## src/rtl/game_pkg.sv

```systemverilog
`default_nettype none
// ============================================================================
//  Module      : game_pkg
//  Description : Shared types and constants for the game-flow sequencer:
//                one-hot state encoding, banner message codes, level ceiling
//                and the enemy step-interval helper.
//  Revision    : 1.0 - initial release
// ============================================================================
package game_pkg;

    // One-hot game-flow states; state_o exposes these bits directly.
    typedef enum logic [4:0] {
        ST_IDLE        = 5'b00001,
        ST_PLAY        = 5'b00010,
        ST_HIT_PAUSE   = 5'b00100,
        ST_LEVEL_CLEAR = 5'b01000,
        ST_GAME_OVER   = 5'b10000
    } state_t;

    // Banner message select codes.
    localparam logic [1:0] BANNER_NONE      = 2'd0;
    localparam logic [1:0] BANNER_START     = 2'd1;
    localparam logic [1:0] BANNER_CLEAR     = 2'd2;
    localparam logic [1:0] BANNER_GAME_OVER = 2'd3;

    // Highest reachable level; the level counter stops here.
    localparam logic [3:0] MAX_LEVEL = 4'd15;

    // Enemy step interval: base minus two frames per level above 1, floored.
    // Evaluated in signed int so a high level cannot wrap to a large value.
    function automatic logic [4:0] calc_speed(input logic [3:0] level,
                                              input int        base,
                                              input int        floor_v);
        int v;
        v = base - 2 * int'(level) + 2;
        if (v < floor_v) begin
            v = floor_v;
        end
        return v[4:0];
    endfunction

endpackage
`default_nettype wire

```

## src/rtl/counter.sv

```systemverilog
`default_nettype none
// ============================================================================
//  Module      : counter
//  Description : Generic up-counter with synchronous active-high reset to a
//                programmable value and a count enable.
//  Revision    : 1.0 - initial release
// ============================================================================
module counter #(
    parameter int width_p     = 8,
    parameter int step_p      = 1,
    parameter int reset_val_p = 0
) (
    input  logic               clk_i,
    input  logic               reset_i,
    input  logic               en_i,
    output logic [width_p-1:0] count_o
);

    // Reset has priority over the enable so a load and a step never collide.
    always_ff @(posedge clk_i) begin
        if (reset_i) begin
            count_o <= width_p'(reset_val_p);
        end else if (en_i) begin
            count_o <= count_o + width_p'(step_p);
        end
    end

endmodule
`default_nettype wire

```

## src/rtl/game_sequencer.sv

```systemverilog
`default_nettype none
// ============================================================================
//  Module      : game_sequencer
//  Description : Game-flow controller. Gates datapath frame advance, pauses
//                on a player hit, runs level transitions and life awards and
//                restarts the game on the center button.
//  Revision    : 1.0 - initial release
// ============================================================================
module game_sequencer
    import game_pkg::*;
#(
    parameter int clear_frames_p  = 120,
    parameter int hit_frames_p    = 60,
    parameter int base_interval_p = 30,
    parameter int min_interval_p  = 4
) (
    input  logic       clk_i,
    input  logic       reset_ni,
    input  logic       frame_i,
    input  logic       start_i,
    input  logic       player_hit_i,
    input  logic [1:0] lives_i,
    input  logic       wave_clear_i,
    input  logic       enemy_at_bottom_i,
    output logic       run_o,
    output logic [4:0] state_o,
    output logic [3:0] level_o,
    output logic [4:0] speed_o,
    output logic       new_game_o,
    output logic       new_level_o,
    output logic       resume_o,
    output logic       add_life_o,
    output logic [1:0] banner_o
);

    localparam logic [6:0] c_hit_frames   = 7'(hit_frames_p);
    localparam logic [6:0] c_clear_frames = 7'(clear_frames_p);
    localparam logic [6:0] c_dwell_max    = 7'h7F;

    state_t     r_state;
    state_t     w_next_state;
    logic       r_start_q;
    logic       w_start_rise;
    logic       w_state_change;

    logic [6:0] w_dwell;
    logic       w_dwell_rst;
    logic       w_dwell_en;

    logic [3:0] w_level;
    logic       w_level_rst;
    logic       w_level_en;
    logic       w_level_up;

    logic       w_new_game;
    logic       w_new_level;
    logic       w_resume;
    logic       r_new_game;
    logic       r_new_level;
    logic       r_resume;
    logic [4:0] r_speed;

    assign w_start_rise   = start_i & ~r_start_q;
    assign w_state_change = (w_next_state != r_state);

    // Button history; reset to 1 so a press held through reset is not an edge.
    always_ff @(posedge clk_i) begin
        if (!reset_ni) begin
            r_start_q <= 1'b1;
        end else begin
            r_start_q <= start_i;
        end
    end

    // Dwell timer restarts on every state change; it holds at all-ones rather
    // than wrapping so a long pause never drops back below the threshold.
    assign w_dwell_rst = ~reset_ni | w_state_change;
    assign w_dwell_en  = frame_i & (w_dwell != c_dwell_max);

    counter #(
        .width_p     (7),
        .step_p      (1),
        .reset_val_p (0)
    ) u_dwell (
        .clk_i   (clk_i),
        .reset_i (w_dwell_rst),
        .en_i    (w_dwell_en),
        .count_o (w_dwell)
    );

    // Level reloads to 1 on a new game and advances on a clear until 15.
    assign w_level_rst = ~reset_ni | w_new_game;
    assign w_level_en  = w_level_up & (w_level != MAX_LEVEL);

    counter #(
        .width_p     (4),
        .step_p      (1),
        .reset_val_p (1)
    ) u_level (
        .clk_i   (clk_i),
        .reset_i (w_level_rst),
        .en_i    (w_level_en),
        .count_o (w_level)
    );

    // State register.
    always_ff @(posedge clk_i) begin
        if (!reset_ni) begin
            r_state <= ST_IDLE;
        end else begin
            r_state <= w_next_state;
        end
    end

    // Next-state selection and the transition pulses that accompany it.
    always_comb begin
        w_next_state = r_state;
        w_new_game   = 1'b0;
        w_new_level  = 1'b0;
        w_resume     = 1'b0;
        w_level_up   = 1'b0;
        case (r_state)
            ST_IDLE, ST_GAME_OVER: begin
                if (w_start_rise) begin
                    w_next_state = ST_PLAY;
                    w_new_game   = 1'b1;
                    w_new_level  = 1'b1;
                end
            end
            ST_PLAY: begin
                // A hit outranks a clear in the same cycle.
                if (player_hit_i && (lives_i == 2'd0)) begin
                    w_next_state = ST_GAME_OVER;
                end else if (enemy_at_bottom_i) begin
                    w_next_state = ST_GAME_OVER;
                end else if (player_hit_i) begin
                    w_next_state = ST_HIT_PAUSE;
                end else if (wave_clear_i) begin
                    w_next_state = ST_LEVEL_CLEAR;
                end
            end
            ST_HIT_PAUSE: begin
                if ((w_dwell >= c_hit_frames) && w_start_rise) begin
                    w_next_state = ST_PLAY;
                    w_resume     = 1'b1;
                end
            end
            ST_LEVEL_CLEAR: begin
                if (w_dwell >= c_clear_frames) begin
                    w_next_state = ST_PLAY;
                    w_new_level  = 1'b1;
                    w_level_up   = 1'b1;
                end
            end
            default: begin
                w_next_state = ST_IDLE;
            end
        endcase
    end

    // Registered transition pulses and the speed derived from the level.
    always_ff @(posedge clk_i) begin
        if (!reset_ni) begin
            r_new_game  <= 1'b0;
            r_new_level <= 1'b0;
            r_resume    <= 1'b0;
            r_speed     <= 5'(base_interval_p);
        end else begin
            r_new_game  <= w_new_game;
            r_new_level <= w_new_level;
            r_resume    <= w_resume;
            r_speed     <= calc_speed(w_level, base_interval_p, min_interval_p);
        end
    end

    // Moore decode of run and banner from the registered state.
    always_comb begin
        run_o    = 1'b0;
        banner_o = BANNER_START;
        case (r_state)
            ST_IDLE:        banner_o = BANNER_START;
            ST_PLAY: begin
                run_o    = 1'b1;
                banner_o = BANNER_NONE;
            end
            ST_HIT_PAUSE:   banner_o = BANNER_NONE;
            ST_LEVEL_CLEAR: banner_o = BANNER_CLEAR;
            ST_GAME_OVER:   banner_o = BANNER_GAME_OVER;
            default:        banner_o = BANNER_START;
        endcase
    end

    // Life award on even levels: the dwell counter is still zero from the
    // entry cycle up to and including the first frame cycle in the state.
    assign add_life_o = (r_state == ST_LEVEL_CLEAR) & ~w_level[0] & (w_dwell == 7'd0);

    assign state_o     = r_state;
    assign level_o     = w_level;
    assign speed_o     = r_speed;
    assign new_game_o  = r_new_game;
    assign new_level_o = r_new_level;
    assign resume_o    = r_resume;

endmodule
`default_nettype wire
```

## config.mk

```make
export PLATFORM = sky130hd
export DESIGN_NAME = game_sequencer
export DESIGN_NICKNAME = d
export VERILOG_FILES = /design/src/rtl/game_pkg.sv /design/src/rtl/counter.sv /design/src/rtl/game_sequencer.sv
export SDC_FILE = /design/constraint.sdc
export NUM_CORES = 1
export LEC_CHECK = 0
export BUFFER_PORTS_ARGS = -buffer_cell sky130_fd_sc_hd__buf_2
export CAP_MARGIN = 5
export CORE_ASPECT_RATIO = 1.1
export CORE_UTILIZATION = 45
export CTS_CLUSTER_SIZE = 30
export DETAILED_ROUTE_END_ITERATION = 16
export HOLD_SLACK_MARGIN = 0.12
export PLACE_DENSITY = 0.71
export SLEW_MARGIN = 15
export SYNTH_ARGS = -nofsm -noshare
export SYNTH_HDL_FRONTEND = slang
export SYNTH_HIERARCHICAL = 1
export SYNTH_SLANG_ARGS = --single-unit
```

## constraint.sdc

```tcl
create_clock -name clk_i -period 1.85 [get_ports clk_i]
set_input_delay 0.37 -clock clk_i [delete_from_list [all_inputs] [get_ports clk_i]]
set_output_delay 0.37 -clock clk_i [all_outputs]
set_load 0.005 [all_outputs]
```

---- Word-level counts from Yosys, hierarchy flattened ----
Cells that the tools add are included.
word-level totals
  register bits ........................... 25
  bits of input ports ..................... 9
  output and inout bits ................... 21
  logic and storage cells ................. 59
operators by class
  $add $sub $neg .......................... 4
  order comparisons ....................... 3
  equality and inequality tests ........... 8
  mux-type cells .......................... 17
  bitwise operators ....................... 10
  reductions and logical operators ........ 8
operators with widths
  operator                                                            number
  2-to-1 mux 5 bit                                                    8
  case mux 5 bit (4 select lines)                                     1
  adder 6 x 3 -> 7 bit (second input constant)                        1
  adder 7 x 1 -> 7 bit (second input constant)                        1
  greater-or-equal comparator 7 x 6 -> 1 bit (second input constant)  1
  greater-or-equal comparator 7 bit (second input constant)           1
  zero test 7 bit                                                     1
  less-than comparator 7 x 4 -> 1 bit (second input constant)         1
  inequality test 7 bit (second input constant)                       1
  2-to-1 mux 1 bit                                                    6
  case mux 2 bit (3 select lines)                                     1
  OR reduction 2 bit                                                  3
  subtractor 5 x 5 -> 6 bit (first input constant)                    1
  AND 1 bit                                                           5
  equality test 5 x 1 -> 1 bit (second input constant)                1
  equality test 5 x 2 -> 1 bit (second input constant)                1
  equality test 5 x 3 -> 1 bit (second input constant)                1
  equality test 5 x 4 -> 1 bit (second input constant)                1
  equality test 5 bit (second input constant)                         1
  inequality test 5 bit                                               1
  adder 4 x 1 -> 4 bit (second input constant)                        1
  inequality test 4 bit (second input constant)                       1
  NOT 1 bit                                                           3
  logical AND 1 bit                                                   2
  other kinds (4)                                                     5

---- Logic depth before layout (Yosys ltp) ----
Gate-level depths: netlist of the first run.
  depth in word-level cells ............... 7
  gate-level depth with buffers ........... 7
  gate-level depth less buffers ........... 6

---- Hierarchy ----
The synthesis of the first run kept the hierarchy.
by module, submodules not included
  module              instances  cells each  area an instance (um2)  seq. area each (um2)
  game_sequencer      1          112         859.6                   260.2
  counter at u_dwell  1          29          272.8                   140.1
  counter at u_level  1          16          181.4                   80.1

---- Worst setup path before layout of the first run ----
No wires, ideal clock.
  path type ............................... reg2reg
  start ................................... register r_state[4] (netlist: state_o[4])
  end ..................................... register u_level.count_o[3]
  arrival time ............................ 1.674 ns
  data required time ...................... 1.729 ns
  setup slack ............................. 0.055 ns
  stages on the path, launching flop included .. 7
  path buffers ............................ 1
  period minus slack after synthesis ...... 1.795 ns
  cells stage by stage .................... dfxtp_1 > buf_4 > and4bb_2 > nand2_1 > a31oi_1 > nand4_2 > mux2_4
RTL lines
  what                          line                   text
  start: declaration            game_sequencer.sv:40   state_t r_state;
  start signal: assignment      game_sequencer.sv:111  r_state <= w_next_state;
  equality test 5 x 4 -> 1 bit  game_sequencer.sv:122  case (r_state)
  2-to-1 mux 1 bit              game_sequencer.sv:122
  AND 1 bit                     game_sequencer.sv:93   assign w_level_en = w_level_up & (w_level != MAX_LEVEL);
  net w_level_en                game_sequencer.sv:52   logic w_level_en;
  end signal: assignment        counter.sv:22          count_o <= width_p'(reset_val_p);
  end signal: assignment        counter.sv:24          count_o <= count_o + width_p'(step_p);
  end: declaration              counter.sv:16          output logic [width_p-1:0] count_o
The timed path passes the listed nets, and every way through them passes these cells.
A chain may end at the register's enable or synchronous reset.

---- Final worst setup path of the first run ----
  start ................................... register r_state[3] (netlist: state_o[3])
  end ..................................... output banner_o[0]
between the ends
  cells in the longest elaborated chain, start to end .. 3
ends and longest elaborated chain
  what                                                                          line                   text
  equality test 5 x 3 -> 1 bit or equality test 5 x 2 -> 1 bit (tied branches)  game_sequencer.sv:180  case (r_state)
  OR reduction 2 bit (no source line)                                           n/a
  case mux 2 bit (3 select lines) (*)                                           game_sequencer.sv:180
  end: declaration                                                              game_sequencer.sv:33   output logic [1:0] banner_o
Mark *: on every way between the ends. The rest lies on a longest branch, timed or not.

==> flow_summary.html, run 1 <==
<table>
<tr><th>Metric</th><th>Value</th></tr>
<tr><th colspan="2">Global route</th></tr>
<tr><td>Global routing usage summed across all routing layers</td><td>0.213</td></tr>
<tr><td>Number of antenna violations at the first check in global routing</td><td>0</td></tr>
<tr><td>Number of global-route vias before repair</td><td>~1100</td></tr>
<tr><td>Total global routing overflow</td><td>0</td></tr>
<tr><td>Global-route wire length before repair</td><td>approximately 4.9 mm</td></tr>
<tr><td>Largest net degree at the start of global routing</td><td>14</td></tr>
<tr><th colspan="2">Logic synthesis</th></tr>
<tr><td>Synth Net Count</td><td>170</td></tr>
<tr><td>Number of distinct library cells after synthesis</td><td>47</td></tr>
<tr><td>Area share of and/or/nand/nor cells after synthesis</td><td>0.313</td></tr>
<tr><td>Number of synthesized flops with an enable pin</td><td>0</td></tr>
<tr><td>Number of instances in the synthesized netlist</td><td>about 160</td></tr>
<tr><td>Most used flip-flop cell after synthesis</td><td>sky130_fd_sc_hd__dfxtp_1</td></tr>
<tr><td>Xor and xnor fraction of the mapped netlist area</td><td>0.0533</td></tr>
<tr><td>Main combinational cell family by area after synthesis</td><td>simple AND/OR/NAND/NOR gates</td></tr>
<tr><td>Register area share after synthesis</td><td>0.366</td></tr>
<tr><td>Adder and majority cell fraction of the synthesized area</td><td>0.0381</td></tr>
<tr><td>Netlist area before placement</td><td>1310 µm²</td></tr>
<tr><td>Mux cell area share after synthesis</td><td>0.0352</td></tr>
<tr><td>Compound-gate portion of the synthesized area</td><td>0.138</td></tr>
<tr><td>FFs w/ async S/R, synth</td><td>0</td></tr>
<tr><td>Number of flip-flops and latches in the synthesized netlist</td><td>24</td></tr>
<tr><td>Warning count from the yosys run</td><td>6</td></tr>
<tr><td>Mean cell area of the mapped netlist</td><td>about 8.4 µm²</td></tr>
<tr><th colspan="2">Setup path</th></tr>
<tr><td>Register-to-Register Path Depth</td><td>7</td></tr>
<tr><td>Critical path startpoint category</td><td>flop</td></tr>
<tr><td>Sort of element at the end of the critical path</td><td>output pin</td></tr>
<tr><td>Critical setup path kind</td><td>flop to output pin</td></tr>
<tr><td>Setup slack of the most critical reg-to-reg path</td><td>around 0.06 ns</td></tr>
<tr><td>Highest net fanout along the worst path</td><td>5</td></tr>
<tr><td>Required arrival time at the worst endpoint</td><td>1.48 ns</td></tr>
<tr><td>Worst Path Arrival</td><td>about 1.5 ns</td></tr>
<tr><th colspan="2">Clock tree</th></tr>
<tr><td>Clock-pin slew reported for the worst setup and hold paths after clock tree synthesis</td><td>0.14 ns</td></tr>
<tr><td>Worst skew pair latency</td><td>approximately 0.32 ns</td></tr>
<tr><td>TritonCTS clock tree</td><td>done</td></tr>
<tr><td>Hold-fix buffers, CTS</td><td>0</td></tr>
<tr><td>Clock buffer count from CTS</td><td>3</td></tr>
<tr><td>H-tree depth reported by CTS</td><td>1</td></tr>
<tr><td>Number of clock sinks</td><td>24</td></tr>
<tr><td>Cell chosen for the clock root</td><td>sky130_fd_sc_hd__clkbuf_4</td></tr>
<tr><td>Number of buffers on the longest clock path</td><td>2</td></tr>
<tr><th colspan="2">Finish</th></tr>
<tr><td>Ratio of cells with drive above 1 in the final layout</td><td>0.355</td></tr>
<tr><td>Number of nets at the end of the flow</td><td>214</td></tr>
<tr><td>Layout filler cell count</td><td>between 200 and 300</td></tr>
<tr><td>Antenna diode instance count</td><td>0</td></tr>
<tr><td>Area Overhead vs Synth</td><td>28.8%</td></tr>
<tr><th colspan="2">Power</th></tr>
<tr><td>Leakage</td><td>about 0.00073 µW</td></tr>
<tr><td>Power per cell area</td><td>between 500 and 600 nW/µm²</td></tr>
<tr><td>Final total power</td><td>between 900 and 1000 µW</td></tr>
<tr><td>Highest ir drop seen on vdd</td><td>about 0.4 mV</td></tr>
<tr><th colspan="2">Job</th></tr>
<tr><td>Maxcap violations</td><td>0</td></tr>
<tr><th colspan="2">Timing</th></tr>
<tr><td>Final-report setup violation count</td><td>0</td></tr>
<tr><td>Final count of hold timing violations</td><td>0</td></tr>
<tr><td>Final setup TNS</td><td>0 ns</td></tr>
<tr><td>Final worst path period share</td><td>0.993</td></tr>
<tr><td>Number of slew-limit violations in the final report</td><td>0</td></tr>
<tr><td>Post-layout min period</td><td>around 1.8 ns</td></tr>
<tr><td>Unrepaired setup endpoints after global routing</td><td>true</td></tr>
<tr><td>Max Clock Freq</td><td>around 540 MHz</td></tr>
<tr><td>Worst hold-check slack</td><td>0.272 ns</td></tr>
<tr><td>Clock Skew</td><td>slightly below 0.01 ns</td></tr>
<tr><th colspan="2">Drt</th></tr>
<tr><td>DRT antenna net count</td><td>0</td></tr>
<tr><td>Detail-routed net length per standard cell</td><td>~13 µm</td></tr>
<tr><td>Via total after detailed routing</td><td>between 1000 and 1500</td></tr>
<tr><td>Number of DRC violations after detailed-routing iteration 0</td><td>33</td></tr>
<tr><td>Remaining design rule violation count</td><td>0</td></tr>
<tr><td>First-pass iteration count of the detailed router</td><td>4</td></tr>
<tr><td>Total wire length</td><td>between 3 and 4 mm</td></tr>
<tr><td>Number of vias per cell after detailed routing</td><td>between 5 and 6</td></tr>
<tr><th colspan="2">Min path</th></tr>
<tr><td>Count of cells along the worst hold path</td><td>2</td></tr>
<tr><td>Hold/Removal Path Class</td><td>input pin to flop</td></tr>
<tr><th colspan="2">Placement</th></tr>
<tr><td>Number of port buffers</td><td>28</td></tr>
<tr><td>Post-detail-place hpwl</td><td>~2.3 mm</td></tr>
<tr><td>Placer's final routability congestion estimate</td><td>roughly 0.86</td></tr>
<tr><th colspan="2">Floorplan</th></tr>
<tr><td>Initial cell density of the core</td><td>0.473</td></tr>
<tr><td>Area of the die</td><td>between 3000 and 4000 µm²</td></tr>
<tr><td>Placeable core region</td><td>about 2800 µm²</td></tr>
<tr><td>Die boundary width</td><td>53.5 µm</td></tr>
<tr><td>I/O pin total</td><td>30</td></tr>
<tr><td>Cell Rows</td><td>20</td></tr>
<tr><td>Y dimension of the die</td><td>58.7 µm</td></tr>
<tr><th colspan="2">Status</th></tr>
<tr><td>Outcome</td><td>finished clean</td></tr>
</table>
==> final cells by class <==
type	instances	area [µm²]	area share
well taps	33	41.3	0.0244
repair buffers	45	289	0.171
inverters	6	25.0	0.0148
flip-flops and latches	24	494	0.292
multi-input cells	121	806	0.476
clock buffers	4	36.3	0.0214
==> state kept, by name, indices dropped and copies added, names as in the netlist <==
register,flops
u_level/count_o,4
speed_o,4
new_level_o,1
resume_o,1
state_o,5
new_game_o,1
u_dwell/count_o,7
r_start_q,1
==> worst max-delay path: stages, from the launching register on <==
cell and delay [ns]:
sky130_fd_sc_hd__dfxtp_4 0.38, sky130_fd_sc_hd__buf_6 0.12, sky130_fd_sc_hd__nor3_4 0.21, sky130_fd_sc_hd__nand3b_4 0.10, sky130_fd_sc_hd__buf_6 0.13, sky130_fd_sc_hd__inv_4 0.05
sky130_fd_sc_hd__nor3_2 0.03, sky130_fd_sc_hd__buf_2 0.12
==> final timing paths <==
kind                      startpoint            endpoint
setup / recovery          state_o[3]         banner_o[0]
hold / removal               start_i           r_start_q
setup reg to reg          state_o[4]  u_level/count_o[3]
hold reg to reg   u_dwell/count_o[6]  u_dwell/count_o[6]
==> synthesized netlist by cell type, types with 3 or more instances <==
cell type	number	area, µm²
sky130_fd_sc_hd__dfxtp_1	24	480
sky130_fd_sc_hd__nor2_1	23	86.3
sky130_fd_sc_hd__nand2_1	13	48.8
sky130_fd_sc_hd__a21oi_1	10	50.1
sky130_fd_sc_hd__inv_1	6	22.5
sky130_fd_sc_hd__nand2b_1	6	37.5
sky130_fd_sc_hd__o21ai_0	6	30.0
sky130_fd_sc_hd__nor4_1	5	31.3
sky130_fd_sc_hd__ha_1	4	50.1
sky130_fd_sc_hd__xnor2_1	4	35.0
sky130_fd_sc_hd__xor2_1	4	35.0
sky130_fd_sc_hd__nand3_1	3	15.0
sky130_fd_sc_hd__nand4_1	3	18.8
sky130_fd_sc_hd__nor3_1	3	15.0
sky130_fd_sc_hd__o21a_1	3	22.5
==> cell usage in the layout, fill, tap and decap left out, drive strengths merged, types with 2 or more instances in the layout <==
| master | count |
|---|---|
| nor2b | 2 |
| mux2i | 2 |
| nand2 | 13 |
| or3 | 2 |
| nand2b | 6 |
| mux2 | 2 |
| nor4 | 5 |
| a31oi | 2 |
| o21ai | 7 |
| dfxtp | 24 |
| inv | 6 |
| nand4 | 4 |
| o21a | 3 |
| nand3 | 3 |
| a21oi | 10 |
| xor2 | 4 |
| or2 | 2 |
| nand3b | 3 |
| buf | 45 |
| clkbuf | 4 |
| nor2 | 23 |
| ha | 4 |
| and3 | 2 |
| xnor2 | 4 |
| nor3 | 4 |
==> metal layers <==
metal  track usage  wire length (µm)  up-vias
met5             0                 0        -
met4         0.105                98        0
met3        0.0362               102       11
met2         0.364              1530       29
met1         0.250              1320      603
li1              -                 -      636
==> what timing repair did <==
item,CTS,global route
pin swaps,3,5
resized for setup,11,12
setup endpoints to repair,10,10
buffers inserted,3,4
hold endpoints to repair,0,0
==> logic make-up (layout without fill, tap and decap cells) <==
kind of cell	count (synthesis)	count (layout)
AO/OA/AOI/OAI	29	29
XOR/XNOR	8	8
adder cells (fa/ha/maj)	4	4
buffers and inverters	12	55
flip-flops	24	24
multiplexers	4	4
other	1	1
AND/OR/NAND/NOR	75	75
==> metrics by stage <==
step           instance area [µm²]  setup WS [ns]   util  cells
2_1_floorplan                 1310         0.0545      -    157
3_3_place_gp                  1520         0.0679  0.548    222
3_5_place_dp                  1520        -0.0168  0.548    222
4_1_cts                       1620        0.00178  0.583    229
5_1_grt                       1690        -0.0578  0.609    233
6_report                      1690         0.0124  0.609    233
==> power breakdown <==
group	leakage [µW]	switching (µW)	internal [µW]
clock network	0.0000210	161	120
logic	0.000514	82.5	77.2
registers	0.000197	15.7	528
(Power assumes the default switching activity.)
==> run 2, diff against run 1 <==
CTS_BUF_LIST = sky130_fd_sc_hd__clkbuf_8   (was unset)
==> flow_summary.html, run 2 (synthesis gave the netlist of run 1 again) <==
<table>
<tr><th>Metric</th><th>Value</th></tr>
<tr><th colspan="2">Power</th></tr>
<tr><td>Reported net switching power</td><td>268 µW (was 259 µW)</td></tr>
<tr><td>Switching power share of the total</td><td>0.253 (was 0.263)</td></tr>
<tr><td>Highest ir drop seen on vdd</td><td>0.433 mV (was 0.399 mV)</td></tr>
<tr><td>Share of total power in the clock network</td><td>0.340 (was 0.286)</td></tr>
<tr><td>Internal Pwr Total</td><td>794 µW (was 726 µW)</td></tr>
<tr><td>Power per cell area</td><td>654 nW/µm² (was 582 nW/µm²)</td></tr>
<tr><td>Final total power</td><td>1060 µW (was 985 µW)</td></tr>
<tr><td>Comb power frac</td><td>0.148 (was 0.162)</td></tr>
<tr><td>Share of power burned in registers</td><td>0.512 (was 0.552)</td></tr>
<tr><td>Leakage</td><td>0.000708 µW (was 0.000732 µW)</td></tr>
<tr><th colspan="2">Drt</th></tr>
<tr><td>Sum of met2 wire segment lengths after detailed routing</td><td>1.46 mm (was 1.53 mm)</td></tr>
<tr><td>First-pass iteration count of the detailed router</td><td>4 (unchanged)</td></tr>
<tr><td>Total wire length</td><td>2.99 mm (was 3.06 mm)</td></tr>
<tr><td>Met3 Routed Length</td><td>117 µm (was 102 µm)</td></tr>
<tr><td>Number of vias per cell after detailed routing</td><td>5.56 (was 5.49)</td></tr>
<tr><td>Number of DRC violations after detailed-routing iteration 0</td><td>34 (was 33)</td></tr>
<tr><td>Top Metal Used</td><td>met4 (unchanged)</td></tr>
<tr><td>Remaining design rule violation count</td><td>0 (unchanged)</td></tr>
<tr><td>Met1 wire length</td><td>1.32 mm (about the same)</td></tr>
<tr><td>Detail-routed net length per standard cell</td><td>13.2 µm (was 13.1 µm)</td></tr>
<tr><td>DRT antenna net count</td><td>0 (unchanged)</td></tr>
<tr><td>Via total after detailed routing</td><td>1263 (was 1279)</td></tr>
<tr><th colspan="2">Timing</th></tr>
<tr><td>Clock Skew</td><td>0.00533 ns (was 0.00990 ns)</td></tr>
<tr><td>Post-layout min period</td><td>1.81 ns (was 1.84 ns)</td></tr>
<tr><td>Final setup TNS</td><td>0 ns (unchanged)</td></tr>
<tr><td>Max Clock Freq</td><td>553 MHz (was 544 MHz)</td></tr>
<tr><td>Final-report setup violation count</td><td>0 (unchanged)</td></tr>
<tr><td>Worst path setup slack after routing</td><td>0.0418 ns (was 0.0124 ns)</td></tr>
<tr><td>Worst hold-check slack</td><td>0.326 ns (was 0.272 ns)</td></tr>
<tr><td>Number of slew-limit violations in the final report</td><td>0 (unchanged)</td></tr>
<tr><td>Final count of hold timing violations</td><td>0 (unchanged)</td></tr>
<tr><td>Final worst path period share</td><td>0.977 (was 0.993)</td></tr>
<tr><th colspan="2">Floorplan</th></tr>
<tr><td>Initial cell density of the core</td><td>0.473 (unchanged)</td></tr>
<tr><td>I/O pin total</td><td>30 (unchanged)</td></tr>
<tr><td>Cell Rows</td><td>20 (unchanged)</td></tr>
<tr><td>Die boundary width</td><td>53.5 µm (unchanged)</td></tr>
<tr><td>Area of the die</td><td>3140 µm² (unchanged)</td></tr>
<tr><td>Y dimension of the die</td><td>58.7 µm (unchanged)</td></tr>
<tr><td>Placeable core region</td><td>2780 µm² (unchanged)</td></tr>
<tr><th colspan="2">Global route</th></tr>
<tr><td>Number of global-route vias before repair</td><td>1111 (was 1144)</td></tr>
<tr><td>Number of antenna violations at the first check in global routing</td><td>0 (unchanged)</td></tr>
<tr><td>Total global routing overflow</td><td>0 (unchanged)</td></tr>
<tr><td>Global-route wire length before repair</td><td>4.84 mm (was 4.93 mm)</td></tr>
<tr><td>Global routing usage summed across all routing layers</td><td>0.208 (was 0.213)</td></tr>
<tr><td>Largest net degree at the start of global routing</td><td>14 (unchanged)</td></tr>
<tr><th colspan="2">Setup path</th></tr>
<tr><td>Register-to-Register Path Depth</td><td>5 (was 7)</td></tr>
<tr><td>End of the worst register-to-register path</td><td>u_level/count_o[3] (unchanged)</td></tr>
<tr><td>Worst Path Arrival</td><td>1.44 ns (was 1.47 ns)</td></tr>
<tr><td>Sort of element at the end of the critical path</td><td>output pin (unchanged)</td></tr>
<tr><td>Required arrival time at the worst endpoint</td><td>1.48 ns (about the same)</td></tr>
<tr><td>Setup slack of the most critical reg-to-reg path</td><td>0.09 ns (was 0.06 ns)</td></tr>
<tr><td>Critical setup path kind</td><td>flop to output pin (unchanged)</td></tr>
<tr><td>Highest net fanout along the worst path</td><td>5 (unchanged)</td></tr>
<tr><td>Critical path startpoint category</td><td>flop (unchanged)</td></tr>
<tr><td>Worst flop-to-flop path startpoint</td><td>state_o[2] (was state_o[4])</td></tr>
<tr><th colspan="2">Clock tree</th></tr>
<tr><td>H-tree depth reported by CTS</td><td>1 (unchanged)</td></tr>
<tr><td>Clock buffer count from CTS</td><td>3 (unchanged)</td></tr>
<tr><td>Worst skew pair latency</td><td>0.27 ns (was 0.32 ns)</td></tr>
<tr><td>Hold-fix buffers, CTS</td><td>0 (unchanged)</td></tr>
<tr><td>Cell chosen for the clock root</td><td>sky130_fd_sc_hd__clkbuf_8 (was sky130_fd_sc_hd__clkbuf_4)</td></tr>
<tr><td>Number of buffers on the longest clock path</td><td>2 (unchanged)</td></tr>
<tr><td>Number of clock sinks</td><td>24 (unchanged)</td></tr>
<tr><td>TritonCTS clock tree</td><td>done (unchanged)</td></tr>
<tr><td>Clock-pin slew reported for the worst setup and hold paths after clock tree synthesis</td><td>0.09 ns (was 0.14 ns)</td></tr>
<tr><th colspan="2">Finish</th></tr>
<tr><td>Ratio of cells with drive above 1 in the final layout</td><td>0.314 (was 0.355)</td></tr>
<tr><td>Number of nets at the end of the flow</td><td>208 (was 214)</td></tr>
<tr><td>Reg with most FFs</td><td>u_dwell/count_o (unchanged)</td></tr>
<tr><td>Area Overhead vs Synth</td><td>23.6% (was 28.8%)</td></tr>
<tr><td>Highest-count cells in the layout ignoring fill and taps</td><td>sky130_fd_sc_hd__buf_2 (28), sky130_fd_sc_hd__nor2_1 (22), sky130_fd_sc_hd__dfxtp_1 (21) (was sky130_fd_sc_hd__buf_2 (27), sky130_fd_sc_hd__nor2_1 (22), sky130_fd_sc_hd__dfxtp_1 (19))</td></tr>
<tr><td>Number of flip-flops under the largest register name</td><td>7 (unchanged)</td></tr>
<tr><td>Antenna diode instance count</td><td>0 (unchanged)</td></tr>
<tr><td>Leading cell type in the layout, fill and taps excluded</td><td>sky130_fd_sc_hd__buf_2 (unchanged)</td></tr>
<tr><th colspan="2">Job</th></tr>
<tr><td>Maxcap violations</td><td>0 (unchanged)</td></tr>
<tr><th colspan="2">Placement</th></tr>
<tr><td>Minimum setup slack after placement</td><td>-0.0168 ns (unchanged)</td></tr>
<tr><td>Number of port buffers</td><td>28 (unchanged)</td></tr>
<tr><td>Placer's final routability congestion estimate</td><td>0.861 (unchanged)</td></tr>
<tr><td>Post-detail-place hpwl</td><td>2.29 mm (unchanged)</td></tr>
<tr><th colspan="2">Min path</th></tr>
<tr><td>Count of cells along the worst hold path</td><td>2 (unchanged)</td></tr>
<tr><td>Hold/Removal Path Class</td><td>input pin to flop (unchanged)</td></tr>
<tr><td>Hold endpoint</td><td>r_start_q (unchanged)</td></tr>
<tr><td>Launch instance of the worst min-delay path</td><td>start_i (unchanged)</td></tr>
<tr><th colspan="2">Status</th></tr>
<tr><td>Outcome</td><td>finished clean (unchanged)</td></tr>
</table>
## run 2: changes by cell type in the layout (fill, tap and decap cells not counted), sizes merged
cell | before | now
buf | 45 | 39
## run 2: critical path, cell delays in order (launching register included)
cell                       delay [ns]
sky130_fd_sc_hd__dfxtp_4         0.36
sky130_fd_sc_hd__buf_4           0.15
sky130_fd_sc_hd__and4bb_2        0.36
sky130_fd_sc_hd__and3_1          0.19
sky130_fd_sc_hd__buf_2           0.11
## run 2: metrics by stage
step / utilization / instance area, µm² / cells
2_1_floorplan: - / 1310 / 157
3_3_place_gp: 0.548 / 1520 / 222
3_5_place_dp: 0.548 / 1520 / 222
4_1_cts: 0.573 / 1590 / 226
5_1_grt: 0.585 / 1620 / 227
6_report: 0.585 / 1620 / 227
## run 2: cell type report
cell class	instances	area (µm²)
Fill cell	254	1150
Multi-Input combinational cell	121	796
Sequential cell	24	487
Timing Repair Buffer	39	223
Clock buffer	4	55.1
Tap cell	33	41.3
Inverter	6	22.5
## run 2: worst max-delay path by stage
stage,from,end,slack [ns],cells past startpoint
6_report,state_o[4],add_life_o,0.04,4
5_1_grt,state_o[2],u_dwell/count_o[0],-0.00005,6
3_3_place_gp,state_o[4],u_dwell/count_o[1],0.07,7
2_1_floorplan,state_o[4],u_level/count_o[3],0.05,6
4_1_cts,state_o[3],banner_o[0],-0.04,7
3_5_place_dp,state_o[4],u_dwell/count_o[6],-0.02,6
## run 2: timing repair
| action | in CTS | in global routing |
|---|---|---|
| gates resized for setup | 4 | 7 |
| setup endpoints to repair | 10 | 10 |
| buffers inserted | 0 | 2 |
| pin swaps | 0 | 3 |
## run 2: power groups by stage
stage | clock (µW) | sequential, µW | combinational [µW]
floorplan | 0 | 550 | 90.6
global placement | 0 | 554 | 140
detailed placement | 0 | 555 | 143
CTS | 365 | 543 | 148
global route | 386 | 545 | 176
finish | 362 | 544 | 157
## run 2: layer usage
metal | up-vias | track usage
met3 | 11 | 0.0362
met4 | 0 | 0.102
li1 | 623 | -
met5 | - | 0
met1 | 593 | 0.255
met2 | 36 | 0.346
